### src/rtl/seq_pkg.sv
// Shared types and constants for the note sequencer: FSM states, pattern geometry,
// byte layout of one step and a helper that splits a stored step word into fields.
package seq_pkg;

    typedef enum logic [2:0] {
        ST_IDLE  = 3'd0,
        ST_FETCH = 3'd1,
        ST_LOAD  = 3'd2,
        ST_PLAY  = 3'd3,
        ST_DONE  = 3'd4
    } seq_state_e;

    localparam int STEPS          = 64;
    localparam int STEP_W         = $clog2(STEPS);
    localparam int BYTES_PER_STEP = 4;

    localparam logic [1:0] FREQ_HI = 2'd0;
    localparam logic [1:0] FREQ_LO = 2'd1;
    localparam logic [1:0] DUR     = 2'd2;
    localparam logic [1:0] GATE    = 2'd3;

    typedef struct packed {
        logic [15:0] freq;
        logic [7:0]  dur;
        logic [7:0]  gate_len;
    } step_t;

    // Byte n of a step lives in bits [8n+7:8n] of the stored word.
    function automatic logic [7:0] step_byte(input logic [31:0] word, input logic [1:0] off);
        return word[{off, 3'b000} +: 8];
    endfunction

    function automatic step_t unpack_step(input logic [31:0] word);
        step_t s;
        s.freq     = {step_byte(word, FREQ_HI), step_byte(word, FREQ_LO)};
        s.dur      = step_byte(word, DUR);
        s.gate_len = step_byte(word, GATE);
        return s;
    endfunction

endpackage

### src/rtl/seq_step_ram.sv
// Pattern store: STEPS x 32-bit words split into four independent byte lanes, each with
// its own write enable and a registered read-first output. Contents are never reset.
module seq_step_ram
    import seq_pkg::*;
(
    input  logic                          clk_i,
    input  logic [BYTES_PER_STEP-1:0]     we_i,
    input  logic [STEP_W-1:0]             waddr_i,
    input  logic [8*BYTES_PER_STEP-1:0]   wdata_i,
    input  logic                          re_i,
    input  logic [STEP_W-1:0]             raddr_i,
    output logic [8*BYTES_PER_STEP-1:0]   rdata_o
);

    logic [8*BYTES_PER_STEP-1:0] rdata_q;

    genvar gi;
    generate
        for (gi = 0; gi < BYTES_PER_STEP; gi++) begin : g_lane
            logic [7:0] lane_q [STEPS];

            // Read and write in the same block: a same-address read returns the old byte.
            always_ff @(posedge clk_i) begin
                if (we_i[gi]) begin
                    lane_q[waddr_i] <= wdata_i[8*gi +: 8];
                end
                if (re_i) begin
                    rdata_q[8*gi +: 8] <= lane_q[raddr_i];
                end
            end
        end
    endgenerate

    assign rdata_o = rdata_q;

endmodule

### src/rtl/note_sequencer.sv
// Step sequencer: plays a downloaded 64-step pattern as (frequency, gate) on one voice,
// advancing on a divided tick; play high runs the pattern, play low returns to IDLE.
module note_sequencer
    import seq_pkg::*;
#(
    parameter int TICK_DIV  = 24000,
    parameter int IOCTL_IDX = 3,
    parameter int LOOP      = 1
) (
    input  logic        CLK,
    input  logic        rst_n,
    input  logic        ioctl_wr,
    input  logic [7:0]  ioctl_index,
    input  logic [24:0] ioctl_addr,
    input  logic [7:0]  ioctl_dout,
    input  logic        play,
    output logic [15:0] tone_freq,
    output logic        gate,
    output logic [5:0]  step_idx,
    output logic        busy
);

    localparam int                DIV_W    = (TICK_DIV > 1) ? $clog2(TICK_DIV) : 1;
    localparam logic [DIV_W-1:0]  DIV_LAST = DIV_W'(TICK_DIV - 1);
    localparam logic [7:0]        IDX8     = IOCTL_IDX[7:0];

    seq_state_e          state_q, state_d;
    logic                play_q, rise_q;
    logic [DIV_W-1:0]    div_q, div_d;
    logic                tick;
    logic [7:0]          tick_cnt_q, tick_cnt_d, tick_nxt;
    logic [STEP_W-1:0]   step_q, step_d;
    logic [15:0]         freq_q, freq_d;
    logic                gate_q, gate_d;
    logic [7:0]          dur_q, dur_d;
    logic [7:0]          gate_len_q, gate_len_d;

    logic                      wr_hit;
    logic [BYTES_PER_STEP-1:0] wr_be;
    logic                      rd_en;
    logic [31:0]               rd_word;
    step_t                     rd_step;

    // Download port: only the low 256 bytes of the selected index map onto the pattern.
    assign wr_hit = ioctl_wr && (ioctl_index == IDX8) && (ioctl_addr[24:8] == 17'd0);
    assign wr_be  = wr_hit ? (4'b0001 << ioctl_addr[1:0]) : 4'b0000;

    seq_step_ram u_ram (
        .clk_i   (CLK),
        .we_i    (wr_be),
        .waddr_i (ioctl_addr[7:2]),
        .wdata_i ({BYTES_PER_STEP{ioctl_dout}}),
        .re_i    (rd_en),
        .raddr_i (step_q),
        .rdata_o (rd_word)
    );

    assign rd_step  = unpack_step(rd_word);
    assign tick     = (div_q == DIV_LAST);
    assign tick_nxt = tick_cnt_q + 8'd1;

    always_comb begin
        state_d    = state_q;
        step_d     = step_q;
        freq_d     = freq_q;
        gate_d     = gate_q;
        tick_cnt_d = tick_cnt_q;
        dur_d      = dur_q;
        gate_len_d = gate_len_q;
        rd_en      = 1'b0;

        if (state_q != ST_IDLE && !play) begin
            state_d = ST_IDLE;
            gate_d  = 1'b0;
        end else begin
            case (state_q)
                ST_IDLE: begin
                    if (rise_q) begin
                        step_d  = '0;
                        state_d = ST_FETCH;
                    end
                end
                ST_FETCH: begin
                    rd_en   = 1'b1;
                    state_d = ST_LOAD;
                end
                ST_LOAD: begin
                    if (rd_step.dur == 8'd0) begin
                        if (LOOP != 0) begin
                            step_d  = '0;
                            state_d = ST_FETCH;
                        end else begin
                            gate_d  = 1'b0;
                            state_d = ST_DONE;
                        end
                    end else begin
                        freq_d     = rd_step.freq;
                        dur_d      = rd_step.dur;
                        gate_len_d = rd_step.gate_len;
                        tick_cnt_d = 8'd0;
                        gate_d     = (rd_step.gate_len != 8'd0);
                        state_d    = ST_PLAY;
                    end
                end
                ST_PLAY: begin
                    if (tick) begin
                        tick_cnt_d = tick_nxt;
                        if (tick_nxt == gate_len_q) begin
                            gate_d = 1'b0;
                        end
                        // Gate is left alone at step end, so gate_len >= dur carries into the next step.
                        if (tick_nxt == dur_q) begin
                            step_d  = step_q + STEP_W'(1);
                            state_d = ST_FETCH;
                        end
                    end
                end
                ST_DONE: begin
                    state_d = ST_DONE;
                end
                default: begin
                    state_d = ST_IDLE;
                    gate_d  = 1'b0;
                end
            endcase
        end
    end

    // Tick phase restarts when a run starts so the first step has a full tick period.
    always_comb begin
        div_d = tick ? '0 : div_q + DIV_W'(1);
        if ((state_q == ST_IDLE || state_q == ST_DONE) && state_d == ST_FETCH) begin
            div_d = '0;
        end
    end

    always_ff @(posedge CLK or negedge rst_n) begin
        if (!rst_n) begin
            state_q    <= ST_IDLE;
            play_q     <= 1'b0;
            rise_q     <= 1'b0;
            div_q      <= '0;
            tick_cnt_q <= 8'd0;
            step_q     <= '0;
            freq_q     <= 16'd0;
            gate_q     <= 1'b0;
            dur_q      <= 8'd0;
            gate_len_q <= 8'd0;
        end else begin
            state_q    <= state_d;
            play_q     <= play;
            rise_q     <= play && !play_q;
            div_q      <= div_d;
            tick_cnt_q <= tick_cnt_d;
            step_q     <= step_d;
            freq_q     <= freq_d;
            gate_q     <= gate_d;
            dur_q      <= dur_d;
            gate_len_q <= gate_len_d;
        end
    end

    assign tone_freq = freq_q;
    assign gate      = gate_q;
    assign step_idx  = step_q;
    assign busy      = (state_q == ST_FETCH) || (state_q == ST_LOAD) || (state_q == ST_PLAY);

endmodule

### config.mk
export PLATFORM = sky130hd
export DESIGN_NAME = note_sequencer
export DESIGN_NICKNAME = d
export VERILOG_FILES = /design/src/rtl/seq_pkg.sv /design/src/rtl/seq_step_ram.sv /design/src/rtl/note_sequencer.sv
export SDC_FILE = /design/constraint.sdc
export NUM_CORES = 2
export LEC_CHECK = 0
export CORE_MARGIN = 3
export CORE_UTILIZATION = 51
export DETAILED_ROUTE_END_ITERATION = 8
export PLACE_DENSITY = 0.67
export SLEW_MARGIN = 40
export SYNTH_ARGS = -nofsm -noshare
export SYNTH_HDL_FRONTEND = slang
export SYNTH_HIERARCHICAL = 1
export SYNTH_SLANG_ARGS = --single-unit
### constraint.sdc
create_clock -name CLK -period 4.1 [get_ports CLK]
set_clock_uncertainty 0.1 [all_clocks]
set_input_delay 0.41 -clock CLK [delete_from_list [all_inputs] [get_ports CLK]]
set_output_delay 0.41 -clock CLK [all_outputs]
set_load 0.02 [all_outputs]
==> results.yml <==
placed_design:
  place_congestion: 0.919
  io_buffers: 68
  dp_hpwl_um: 155000
  place_inst: 6428
synth:
  synth-seq-area-share: 0.756
  synth-seq-cells: 2147
  yosys.area_share.xor_xnor: 0.00330
  yosys.area_share.simple: 0.0436
  ys_async_sr_fraction: 0.0312
  synth_edf_count: 2080
  netlist_instances: 4171
  synth.distinct_cells: 83
  yosys.area.top_type: "edfxtp_1"
  synth.area.top_cells: "edfxtp_1, mux4_2, mux2i_1"
  yosys_most_used_dff: "edfxtp_1"
  synthMuxAreaShare: 0.150
  syn_avg_cell_area_um2: 20.3
  netlist_area_mm2: 0.0849
  synth_top_area_share: 0.736
  synth-warning-count: 6
  synth_adder_area_share: 0.000442
  synth_compound_area_frac: 0.0299
  syn_nets: 4219
  synth_top_family_by_area: "multiplexers"
critical_path:
  r2r_slack_ps: 590
  crit_path_start_kind: "flop"
  r2r_end: "u_ram/rdata_o[24]$_DFFE_PP_"
  cp_max_fo: 32
  timing.rr.start: "step_idx[2]$_DFFE_PN0P_"
  arrival_ps: 4140
  cp.required_ps: 4730
  end_kind: "flop"
  rr_worst_depth: 8
  criticalPathCategory: "reg -> reg"
drt:
  drc: 0
  drt_iter0_drc: 6682
  dr_wl_met3_um: 25600
  highest_layer: "met5"
  num_vias: 44200
  wl_per_cell_um: 34.5
  post_drt_via_cell_ratio: 6.47
  antenna_left: 0
  wl_met1_um: 90300
  first_pass_iters: 6
  route.met2.wl_um: 110000
  drt-total-wl_um: 236000
timing:
  max_freq_mhz: 285
  whs_ps: 22.1
  drv_slew: 0
  period_minus_slack_ps: 3510
  worst_pin_slew_ps: 883
  relSlewSlack: 0.407
  post-route-period-util: 0.855
  finalSetupViolations: 0
  fin_setup_tns_ps: 0
  rsz0062_at_grt: "false"
  report.final.hold_viol_count: 0
global_route:
  first_global_vias: 43400
  antenna_found_initial: 27
  grt.total_usage: 0.279
  grt_pass1_wl_um: 333000
  grt_max_degree: 101
  gr-total-overflow: 0
clock_network:
  clk_latency_ps: 880
  cts_tree: "built"
  ctsHtreeMaxLevel: 4
  numCtsBuffers: 206
  clkTransAtPathRegs_ps: 70
  max-clock-path-buffers: 3
  cts.sink_count: 2147
  postCtsSetupBuffers: 0
  cts-root-buf: "clkbuf_16"
floorplan:
  die_y_um: 414
  rows: 149
  pin_count: 69
  initial_utilization: 0.514
  core_area_mm2: 0.165
  dieArea_mm2: 0.171
  die_w_um: 414
layout:
  final_common_cell: "edfxtp_1"
  nFillCells: 11900
  drive_gt1_frac: 0.242
  layout.nets: 4500
  fin_cells: 6841
  post-route-util: 0.585
  final_cell_mix: "edfxtp_1, mux4_2, and2_1"
  area_growth_syn_to_layout_pct: 13.9
run_status:
  status: "completed"
min_path:
  hp-class: "in -> async"
pwr:
  leakage_nw: 30.1
  peakVddDrop_v: 0.000473
  power.density_mw_per_mm2: 470
job:
  drv_cap: 0
==> cells by family after synthesis <==
family / after synthesis
mux: 696
simple gates: 672
fa+ha+maj: 3
flops: 2147
buf+inv: 257
xor+xnor: 32
compound gates: 364
==> metrics by stage <==
step	worst slack, ps	cell area (µm²)	total power (W)
after global placement	299	89400	0.0263
after CTS	573	96600	0.0458
final	593	96700	0.0455
after floorplan	1190	84900	0.0254
after detailed placement	351	89500	0.0264
after global routing	525	96600	0.0467
==> worst max path at each step <==
stage / start / endpoint / slack, ps / cells past startpoint
floorplan: ioctl_index[7] / u_ram/g_lane[0].lane_q[10][0]$_DFFE_PP_ / 1190 / 8
global placement: ioctl_index[7] / u_ram/g_lane[2].lane_q[21][1]$_DFFE_PP_ / 300 / 8
detailed placement: ioctl_index[7] / u_ram/g_lane[2].lane_q[19][4]$_DFFE_PP_ / 350 / 8
CTS: step_idx[2]$_DFFE_PN0P_ / step_idx[2] / 570 / 3
global route: step_idx[0]$_DFFE_PN0P_ / u_ram/rdata_o[5]$_DFFE_PP_ / 530 / 7
finish: step_idx[2]$_DFFE_PN0P_ / u_ram/rdata_o[24]$_DFFE_PP_ / 590 / 8
==> layer usage <==
layer | track usage | vias to the layer above
met1 | 0.390 | 23200
met5 | 0 | -
met4 | 0.117 | 10
met2 | 0.422 | 2874
li1 | - | 17700
met3 | 0.0702 | 467
==> cell type report <==
cell class / instances / area, µm² / share of cell area
diodes: 32 / 80.1 / 0.000828
clock buffers: 249 / 5430 / 0.0561
clock inverters: 127 / 1650 / 0.0171
inverters: 10 / 38.8 / 0.000401
multi-input cells: 1767 / 19400 / 0.200
flip-flops and latches: 2147 / 64200 / 0.663
well taps: 2189 / 2740 / 0.0283
repair buffers: 320 / 3250 / 0.0336
==> power breakdown <==
group          total (W)  internal [W]  leakage (nW)  switching (W)
Sequential        0.0244        0.0243          19.6       0.000196
Combinational    0.00144      0.000494          7.13       0.000951
Clock             0.0196        0.0113          3.41        0.00826
Total             0.0455        0.0361          30.1        0.00941
==> registers in the layout (all words and copies together) (netlist names) <==
| signal | flops |
|---|---|
| u_ram/rdata_o | 32 |
| tone_freq | 16 |
| u_ram/g_lane.lane_q | 2048 |
| step_idx | 6 |
| dur_q | 8 |
| gate_len_q | 8 |
| state_q | 3 |
| gate | 1 |
| tick_cnt_q | 8 |
| rise_q | 1 |
| play_q | 1 |
| div_q | 15 |
==> worst max-delay path, cell delays in order (launching register included) <==
cell and delay, ps:
dfrtp_4 800, buf_4 440, and2_2 490, buf_4 390, a221oi_1 160, o21ai_1 420
o21ai_1 160, a21oi_1 190, buf_4 150
==> what timing repair did <==
action | in CTS | in global routing
hold buffers | 5 | 0
endpoints found under the hold margin | 91 | 0
resized for setup | 0 | 0
==> cell usage after synthesis (4+ instances only) <==
master and instances:
mux2_2 48, nand2b_1 8, nor4_1 13, a31oi_1 20, o211a_1 9, edfxtp_1 2080, o21ai_0 53, buf_2 69
buf_8 7, buf_4 29, nor4_2 4, clkbuf_1 103, nand4_1 9, a2111oi_0 16, a21oi_1 34, or3_1 13
mux2_1 6, nand3_1 12, o221ai_1 20, o22a_1 9, nor3_1 15, xor2_1 17, buf_6 26, o22ai_1 50
inv_1 10, a311oi_1 6, xnor2_1 15, buf_1 11, a211oi_1 20, o211ai_1 6, nor2b_1 32, dfrtp_1 67
mux2i_1 188, o21ai_1 33, nand2_1 123, a22o_1 4, a22oi_1 9, mux4_2 454, a221oi_1 43, and2_1 261
nand3b_1 7, nor2_1 120, and3_1 28, o41ai_1 9
Power figures use the tool's default switching activity.
